--- config.mk ---
export PLATFORM = sky130hd
export DESIGN_NAME = pll_lock_supervisor
export DESIGN_NICKNAME = d
export VERILOG_FILES = /design/src/rtl/pll_sup_pkg.sv /design/src/rtl/sync_2ff.sv /design/src/rtl/pll_lock_supervisor.sv
export SDC_FILE = /design/constraint.sdc
export NUM_CORES = 1
export LEC_CHECK = 0
export CORE_MARGIN = 5
export CORE_UTILIZATION = 59
export CTS_CLUSTER_SIZE = 30
export DETAILED_ROUTE_END_ITERATION = 7
export PLACE_DENSITY = 0.83
export SYNTH_ARGS = -nofsm -noshare
export SYNTH_HDL_FRONTEND = slang
export SYNTH_SLANG_ARGS = --single-unit
--- constraint.sdc ---
create_clock -name clk -period 5.1 [get_ports clk]
set_input_delay 1.275 -clock clk [delete_from_list [all_inputs] [get_ports clk]]
set_output_delay 1.275 -clock clk [all_outputs]
set_load 0.05 [all_outputs]
--- src/rtl/pll_sup_pkg.sv ---
// Shared definitions for the PLL lock supervisor: FSM state encoding and
// the sizing rule for its cycle counter.
package pll_sup_pkg;

  // FSM state encoding (also exported on state_o for debug)
  localparam logic [1:0] ST_WAIT_LOCK = 2'd0;
  localparam logic [1:0] ST_STABILIZE = 2'd1;
  localparam logic [1:0] ST_RUN       = 2'd2;
  localparam logic [1:0] ST_HOLD      = 2'd3;

  // Width of a counter that must hold values up to max(stable, hold)
  function automatic int cnt_width(input int stable_cycles, input int hold_cycles);
    int top;
    top = (stable_cycles > hold_cycles) ? stable_cycles : hold_cycles;
    return $clog2(top + 1);
  endfunction

endpackage

--- src/rtl/sync_2ff.sv ---
// Two-flop synchroniser for asynchronous level inputs, with a synchronous
// active-low clear that empties both stages.
module sync_2ff #(
  parameter int WIDTH = 1
) (
  input  logic             clk,
  input  logic             clr_n,
  input  logic [WIDTH-1:0] d,
  output logic [WIDTH-1:0] q
);

  logic [WIDTH-1:0] meta;

  // Shift the asynchronous input through two flops; clear both on clr_n=0
  always_ff @(posedge clk) begin
    // NOTE: sequential state uses non-blocking (<=) so both stages sample
    // their inputs before either updates; blocking here would collapse the
    // chain into a single flop.
    if (!clr_n) begin
      meta <= '0;
      q    <= '0;
    end else begin
      meta <= d;
      q    <= meta;
    end
  end

endmodule

--- src/rtl/pll_lock_supervisor.sv ---
// PLL lock supervisor: synchronises and debounces the PLL lock flag,
// generates a clean synchronous active-low reset for downstream logic,
// and counts lock losses seen while running.
// Optional build macro: LOCK_LOSS_STICKY_EN adds clr_sticky / loss_sticky,
// a sticky flag raised on every lock loss and cleared by software.
module pll_lock_supervisor
  import pll_sup_pkg::*;
#(
  parameter int STABLE_CYCLES = 4096,  // locked cycles before release, >= 2
  parameter int HOLD_CYCLES   = 64,    // minimum reset hold after a loss, >= 1
  parameter int CNT_W         = 8      // lock-loss counter width
) (
  input  logic             clk,
  input  logic             resetn,
  input  logic             locked,
  output logic             sys_rst_n,
  output logic             pll_ok,
  output logic [CNT_W-1:0] loss_count,
  output logic [1:0]       state_o
`ifdef LOCK_LOSS_STICKY_EN
  ,
  input  logic             clr_sticky,
  output logic             loss_sticky
`endif
);

  localparam int CW = cnt_width(STABLE_CYCLES, HOLD_CYCLES);
  localparam logic [CW-1:0]    STABLE_LAST = CW'(STABLE_CYCLES);
  localparam logic [CW-1:0]    HOLD_LAST   = CW'(HOLD_CYCLES);
  localparam logic [CNT_W-1:0] LOSS_MAX    = '1;

  logic          lk_s;
  logic [1:0]    state;
  logic [1:0]    state_nxt;
  // One counter serves both STABILIZE (stable count) and HOLD (hold count);
  // the two states never overlap and each entry reloads it.
  logic [CW-1:0] cnt;
  logic [CW-1:0] cnt_nxt;
  logic          loss_evt;

  sync_2ff #(
    .WIDTH (1)
  ) u_lock_sync (
    .clk   (clk),
    .clr_n (resetn),
    .d     (locked),
    .q     (lk_s)
  );

  // Next-state and counter logic, driven only by the synchronised lock
  always_comb begin
    // NOTE: every signal written here gets a default first so no path leaves
    // it unassigned, which would otherwise infer a latch.
    state_nxt = state;
    cnt_nxt   = cnt;
    loss_evt  = 1'b0;
    case (state)
      ST_WAIT_LOCK: begin
        if (lk_s) begin
          state_nxt = ST_STABILIZE;
          cnt_nxt   = CW'(1);
        end
      end
      ST_STABILIZE: begin
        if (!lk_s) begin
          // A glitch before release is not a loss; simply start over
          state_nxt = ST_WAIT_LOCK;
          cnt_nxt   = '0;
        end else if (cnt == STABLE_LAST) begin
          state_nxt = ST_RUN;
          cnt_nxt   = '0;
        end else begin
          cnt_nxt = cnt + 1'b1;
        end
      end
      ST_RUN: begin
        if (!lk_s) begin
          state_nxt = ST_HOLD;
          cnt_nxt   = '0;
          loss_evt  = 1'b1;
        end
      end
      ST_HOLD: begin
        // HOLD always runs to completion, even if lock returns early
        if (cnt == HOLD_LAST) begin
          if (lk_s) begin
            state_nxt = ST_STABILIZE;
            cnt_nxt   = CW'(1);
          end else begin
            state_nxt = ST_WAIT_LOCK;
            cnt_nxt   = '0;
          end
        end else begin
          cnt_nxt = cnt + 1'b1;
        end
      end
      default: begin
        state_nxt = ST_WAIT_LOCK;
        cnt_nxt   = '0;
      end
    endcase
  end

  // State, counter and registered outputs; sys_rst_n/pll_ok decode the
  // next state so they change on the same edge the FSM enters/leaves RUN
  always_ff @(posedge clk) begin
    if (!resetn) begin
      state      <= ST_WAIT_LOCK;
      cnt        <= '0;
      sys_rst_n  <= 1'b0;
      pll_ok     <= 1'b0;
      loss_count <= '0;
    end else begin
      state     <= state_nxt;
      cnt       <= cnt_nxt;
      sys_rst_n <= (state_nxt == ST_RUN);
      pll_ok    <= (state_nxt == ST_RUN);
      if (loss_evt && (loss_count != LOSS_MAX)) begin
        loss_count <= loss_count + 1'b1;
      end
    end
  end

`ifdef LOCK_LOSS_STICKY_EN
  // Sticky loss flag: a loss on the same edge as a clear wins
  always_ff @(posedge clk) begin
    if (!resetn) begin
      loss_sticky <= 1'b0;
    end else if (loss_evt) begin
      loss_sticky <= 1'b1;
    end else if (clr_sticky) begin
      loss_sticky <= 1'b0;
    end
  end
`endif

  assign state_o = state;

endmodule
### After elaboration in Yosys (flattened, before gate mapping)

Cells that the tools add are included.

| word-level totals | value |
|---|---|
| output and inout port bits | 12 |
| bits of input ports | 3 |
| bits in registers | 26 |
| word-level logic and storage cells | 36 |

| cells by class | value |
|---|---|
| equality and inequality tests | 9 |
| $add $sub $neg | 2 |
| reduce and logical (&&, ||, !) cells | 3 |
| muxes and demuxes | 16 |

Operator list:

| kind | number |
|---|---|
| two-way mux 13 bit | 5 |
| one-hot mux 13 bit (4 select lines) | 1 |
| adder 13 x 1 -> 13 bit, second input constant | 1 |
| == test 13 bit, second input constant | 1 |
| == test 13 x 7 -> 1 bit, second input constant | 1 |
| two-way mux 2 bit | 5 |
| adder 8 x 1 -> 8 bit, second input constant | 1 |
| != test 8 bit, second input constant | 1 |
| one-hot mux 2 bit (4 select lines) | 1 |
| == test 2 bit, second input constant | 3 |
| two-way mux 1 bit | 4 |
| == test 2 x 1 -> 1 bit, second input constant | 1 |
| zero test 2 bit | 1 |
| != test 2 x 1 -> 1 bit, second input constant | 1 |
| != test 2 bit, second input constant | 1 |
| AND reduction 2 bit | 1 |
| logical AND 1 bit | 1 |

### Longest topological paths before layout

| logic depth | value |
|---|---|
| depth in word-level cells | 5 |
| gate-level depth with buffers | 8 |
| gate-level depth less buffers | 7 |

### Cells and area by module

From an unflattened synthesis, not the netlist that was laid out.

| unflattened totals | value |
|---|---|
| cell total of the unflattened synthesis | 157 |
| area total of the unflattened synthesis | 1440.1 µm² |

Modules (own cells, without submodules):

| module | times used | area an instance (µm²) | sequential area each (µm²) | cells an instance |
|---|---|---|---|---|
| pll_lock_supervisor | 1 | 1387.6 | 480.5 | 153 |
| sync_2ff | 1 | 52.6 | 40.0 | 4 |

### Worst setup path after synthesis

OpenSTA, ideal clock, no wires.

| path | value |
|---|---|
| path type | input port to flip-flop |
| start point | in resetn |
| end point | reg cnt[10] |
| setup time | 0.074 ns |
| data arrival time | 2.438 ns |
| path slack | 2.587 ns |
| stages on the path | 7 |
| required time | 5.026 ns |
| path through | buf_2 -> nand2_1 -> a311o_2 -> o31ai_2 -> buf_4 -> nand2_1 -> a31oi_1 |

RTL lines:

| element | RTL line | RTL |
|---|---|---|
| from (decl) | pll_lock_supervisor.sv:14 | `input logic resetn,` |
| to (signal assigned) | pll_lock_supervisor.sv:115 | `cnt <= cnt_nxt;` |
| to (decl) | pll_lock_supervisor.sv:37 | `logic [CW-1:0] cnt;` |

==> metrics.md <==
| Metric | Value |
|---|---|
| Gr usage total | `0.167` |
| # diodes | `0` |
| Clk_lat worst skew | `roughly 0.31 ns` |
| Initial detailed-routing violation count | `25` |
| Core Region | `2280 sq um` |
| Worst R2R End | `cnt[9]` |
| Post-layout instance area | `1580 sq um` |
| Most frequent cells in the layout | `dfxtp_1, nand2_1, clkdlybuf4s50_1` |
| Max Cap Viol | `0` |
| Dpl cell area | `1540 sq um` |
| Total grt overflow | `0` |
| CTS Sinks | `26` |
| Nets | `about 180` |
| Hold EP | `u_lock_sync.q` |
| CTS Buffer Depth | `2` |
| Area grow syn2layout | `9.57%` |
| Post-layout util | `0.693` |
| Asr flop ratio synth | `0` |
| Most Used Layer, Global Route | `met2` |
| FMAX | `between 0.2 and 0.3 GHz` |
| CTS tree | `yes` |
| Drc violations | `0` |
| Clk slew on worst S/H paths | `0.14 ns` |
| Synth Register Bits | `26` |
| Skew final | `about 0.0073 ns` |
| I/O Pins | `15` |
| Outcome | `finished clean` |
| DR pass1 iterations | `4` |
| Synth area leader | `dfxtp_1` |
| Syn Nets | `167` |
| Largest net degree at the start of global routing | `20` |
| RSZ-0062 raised after global routing | `false` |
| Fill count | `182` |
| Initial antenna violation count | `0` |
| Grt met2 use | `0.257` |
| Mapped Avg Cell Area | `8.94 sq um` |
| Fraction of layout cells with a size suffix above 1 | `0.0893` |
| Sequential standard cell area | `~520 sq um` |
| Wire length per cell | `about 14 microns` |
| Gates resized, CTS repair | `0` |
| Number of enable flip-flop cells after synthesis | `0` |
| Routed vias/inst | `6.04` |
| Worst Hold Class | `reg -> reg` |
| Synth Flop Type | `dfxtp_1` |
| Die Ht | `59.4 microns` |
| Hold depth | `1` |
| Final period util | `0.659` |
| Pwr/cell area | `207 nW/um^2` |
| Post-CTS Setup Inserts | `0` |
| Num CTS Buffers | `3` |
| Vias in the first global route | `1012` |
| Slew Limit Fails | `0` |
| VDD IR max | `167 uV` |
| Setup TNS | `0 ns` |
| Lkg Pwr | `0.570 nW` |
| CP Capture Type | `flop` |
| Distinct cells, synth | `43` |
| Gpl congestion | `about 0.9` |
| Vias | `1183` |
| Gate Count Post-Synth | `161` |
| Met3 Usage GRT | `0.0305` |
| Critical Path Fanout Max | `19` |
| Final ANT Viol Nets | `0` |
| Die ar. | `about 3500 sq um` |
| CP arrival | `about 3.6 ns` |
| Die X | `59.4 microns` |
| Port Buffers | `14` |
| Flop2flop setup slack | `2.85 ns` |
| RR Startpoint | `state_o[0]` |
| Global-route wire length before repair | `about 4600 microns` |
| Commonest non-fill, non-tap cell in the layout | `dfxtp_1` |
| Multi-input gate area | `822 sq um` |
| Met1 usage | `0.232` |
| Min cycle time layout | `3.36 ns` |
| Critical Path Source Type | `input pin` |
| Final setup viols | `0` |
| Worst slew pin tran | `1.11 ns` |
| DP HPWL | `2100 microns` |
| Cell Rows | `17` |
| Total wire length | `2780 microns` |
| CTS root buf | `clkbuf_4` |
| Final hold vios | `0` |
| Hold path start | `u_lock_sync.meta` |
| Yosys top cell area share | `0.362` |
| Top cells by area, synth | `dfxtp_1, and2_1, xnor2_1` |
| Critical path class | `in -> reg` |
| Starting Density | `0.632` |
| CP required | `approximately 5.4 ns` |
| Worst slew margin | `0.257` |
| Sequential share of the synthesized area | `0.362` |
| Worst r2r path cells | `4` |
| Post-Syn Area | `1440 sq um` |
| Synth warn | `0` |
| Hold-fix buffers, CTS | `0` |
| H-tree depth | `1` |
## how the worst max path moves through the flow
stage	start	slack (ns)	cells after the start	end
floorplan	resetn	2.59	7	cnt[10]
global placement	resetn	1.54	5	cnt[9]
detailed placement	resetn	1.41	5	cnt[9]
CTS	resetn	1.74	5	cnt[9]
global route	resetn	1.49	5	cnt[9]
finish	resetn	1.74	5	cnt[9]
## cells in the mapped netlist (all sizes together), types with 4 or more instances
| cell | count |
|---|---|
| nand4 | 4 |
| xnor2 | 7 |
| buf | 9 |
| and2 | 10 |
| dfxtp | 26 |
| xor2 | 5 |
| nand2 | 15 |
| nand3 | 8 |
| inv | 6 |
| nor2 | 5 |
| o21ai | 8 |
| a41oi | 4 |
| a21oi | 5 |
| a31oi | 4 |
| and3 | 8 |
## critical path, cell delays in order
cell and delay (ns):
clkdlybuf4s50_1 0.78, nand2_1 0.17, o31ai_2 0.96, a41oi_1 0.23, a31oi_1 0.19
## flip-flops by register name, indices dropped and copies added (netlist names)
name,cells
pll_ok,1
loss_count,8
u_lock_sync.meta,1
u_lock_sync.q,1
cnt,13
state_o,2
## power breakdown
| part | leakage [nW] | internal [mW] | switching (mW) | total, mW |
|---|---|---|---|---|
| clock | 0.0210 | 0.0436 | 0.0584 | 0.102 |
| sequential | 0.210 | 0.205 | 0.00256 | 0.207 |
| combinational | 0.339 | 0.00727 | 0.00979 | 0.0171 |
## final cells by class
class	instances	share of cell area
Multi-Input combinational cell	118	0.521
Timing Repair Buffer	14	0.0889
Sequential cell	26	0.330
Inverter	6	0.0143
Clock buffer	4	0.0230
Tap cell	28	0.0222
## metrics by stage
step | power (mW) | hold WS [ns] | setup WS [ns] | std cells
2_1_floorplan | 0.225 | 0.412 | 2.59 | 161
3_3_place_gp | 0.228 | 0.418 | 1.54 | 192
3_5_place_dp | 0.229 | 0.421 | 1.41 | 192
4_1_cts | 0.329 | 0.456 | 1.74 | 196
5_1_grt | 0.342 | 0.479 | 1.49 | 196
6_report | 0.326 | 0.449 | 1.74 | 196
## per-layer routing
layer | vias to the layer above | part of all wire
met4 | 0 | 0.0079
met2 | 28 | 0.47
li1 | 594 | -
met5 | - | 0
met3 | 4 | 0.041
met1 | 557 | 0.48
## cells by family after synthesis
kind of cell / synth area share
AOI/OAI and AO/OA: 0.194
xor gates and xnor gates: 0.0730
adders and majority gates: 0.0261
buffers and inverters: 0.0670
DFF: 0.362
muxes: 0.00696
and+or+nand+nor: 0.271
No activity file was read; power rests on OpenSTA's default activity.
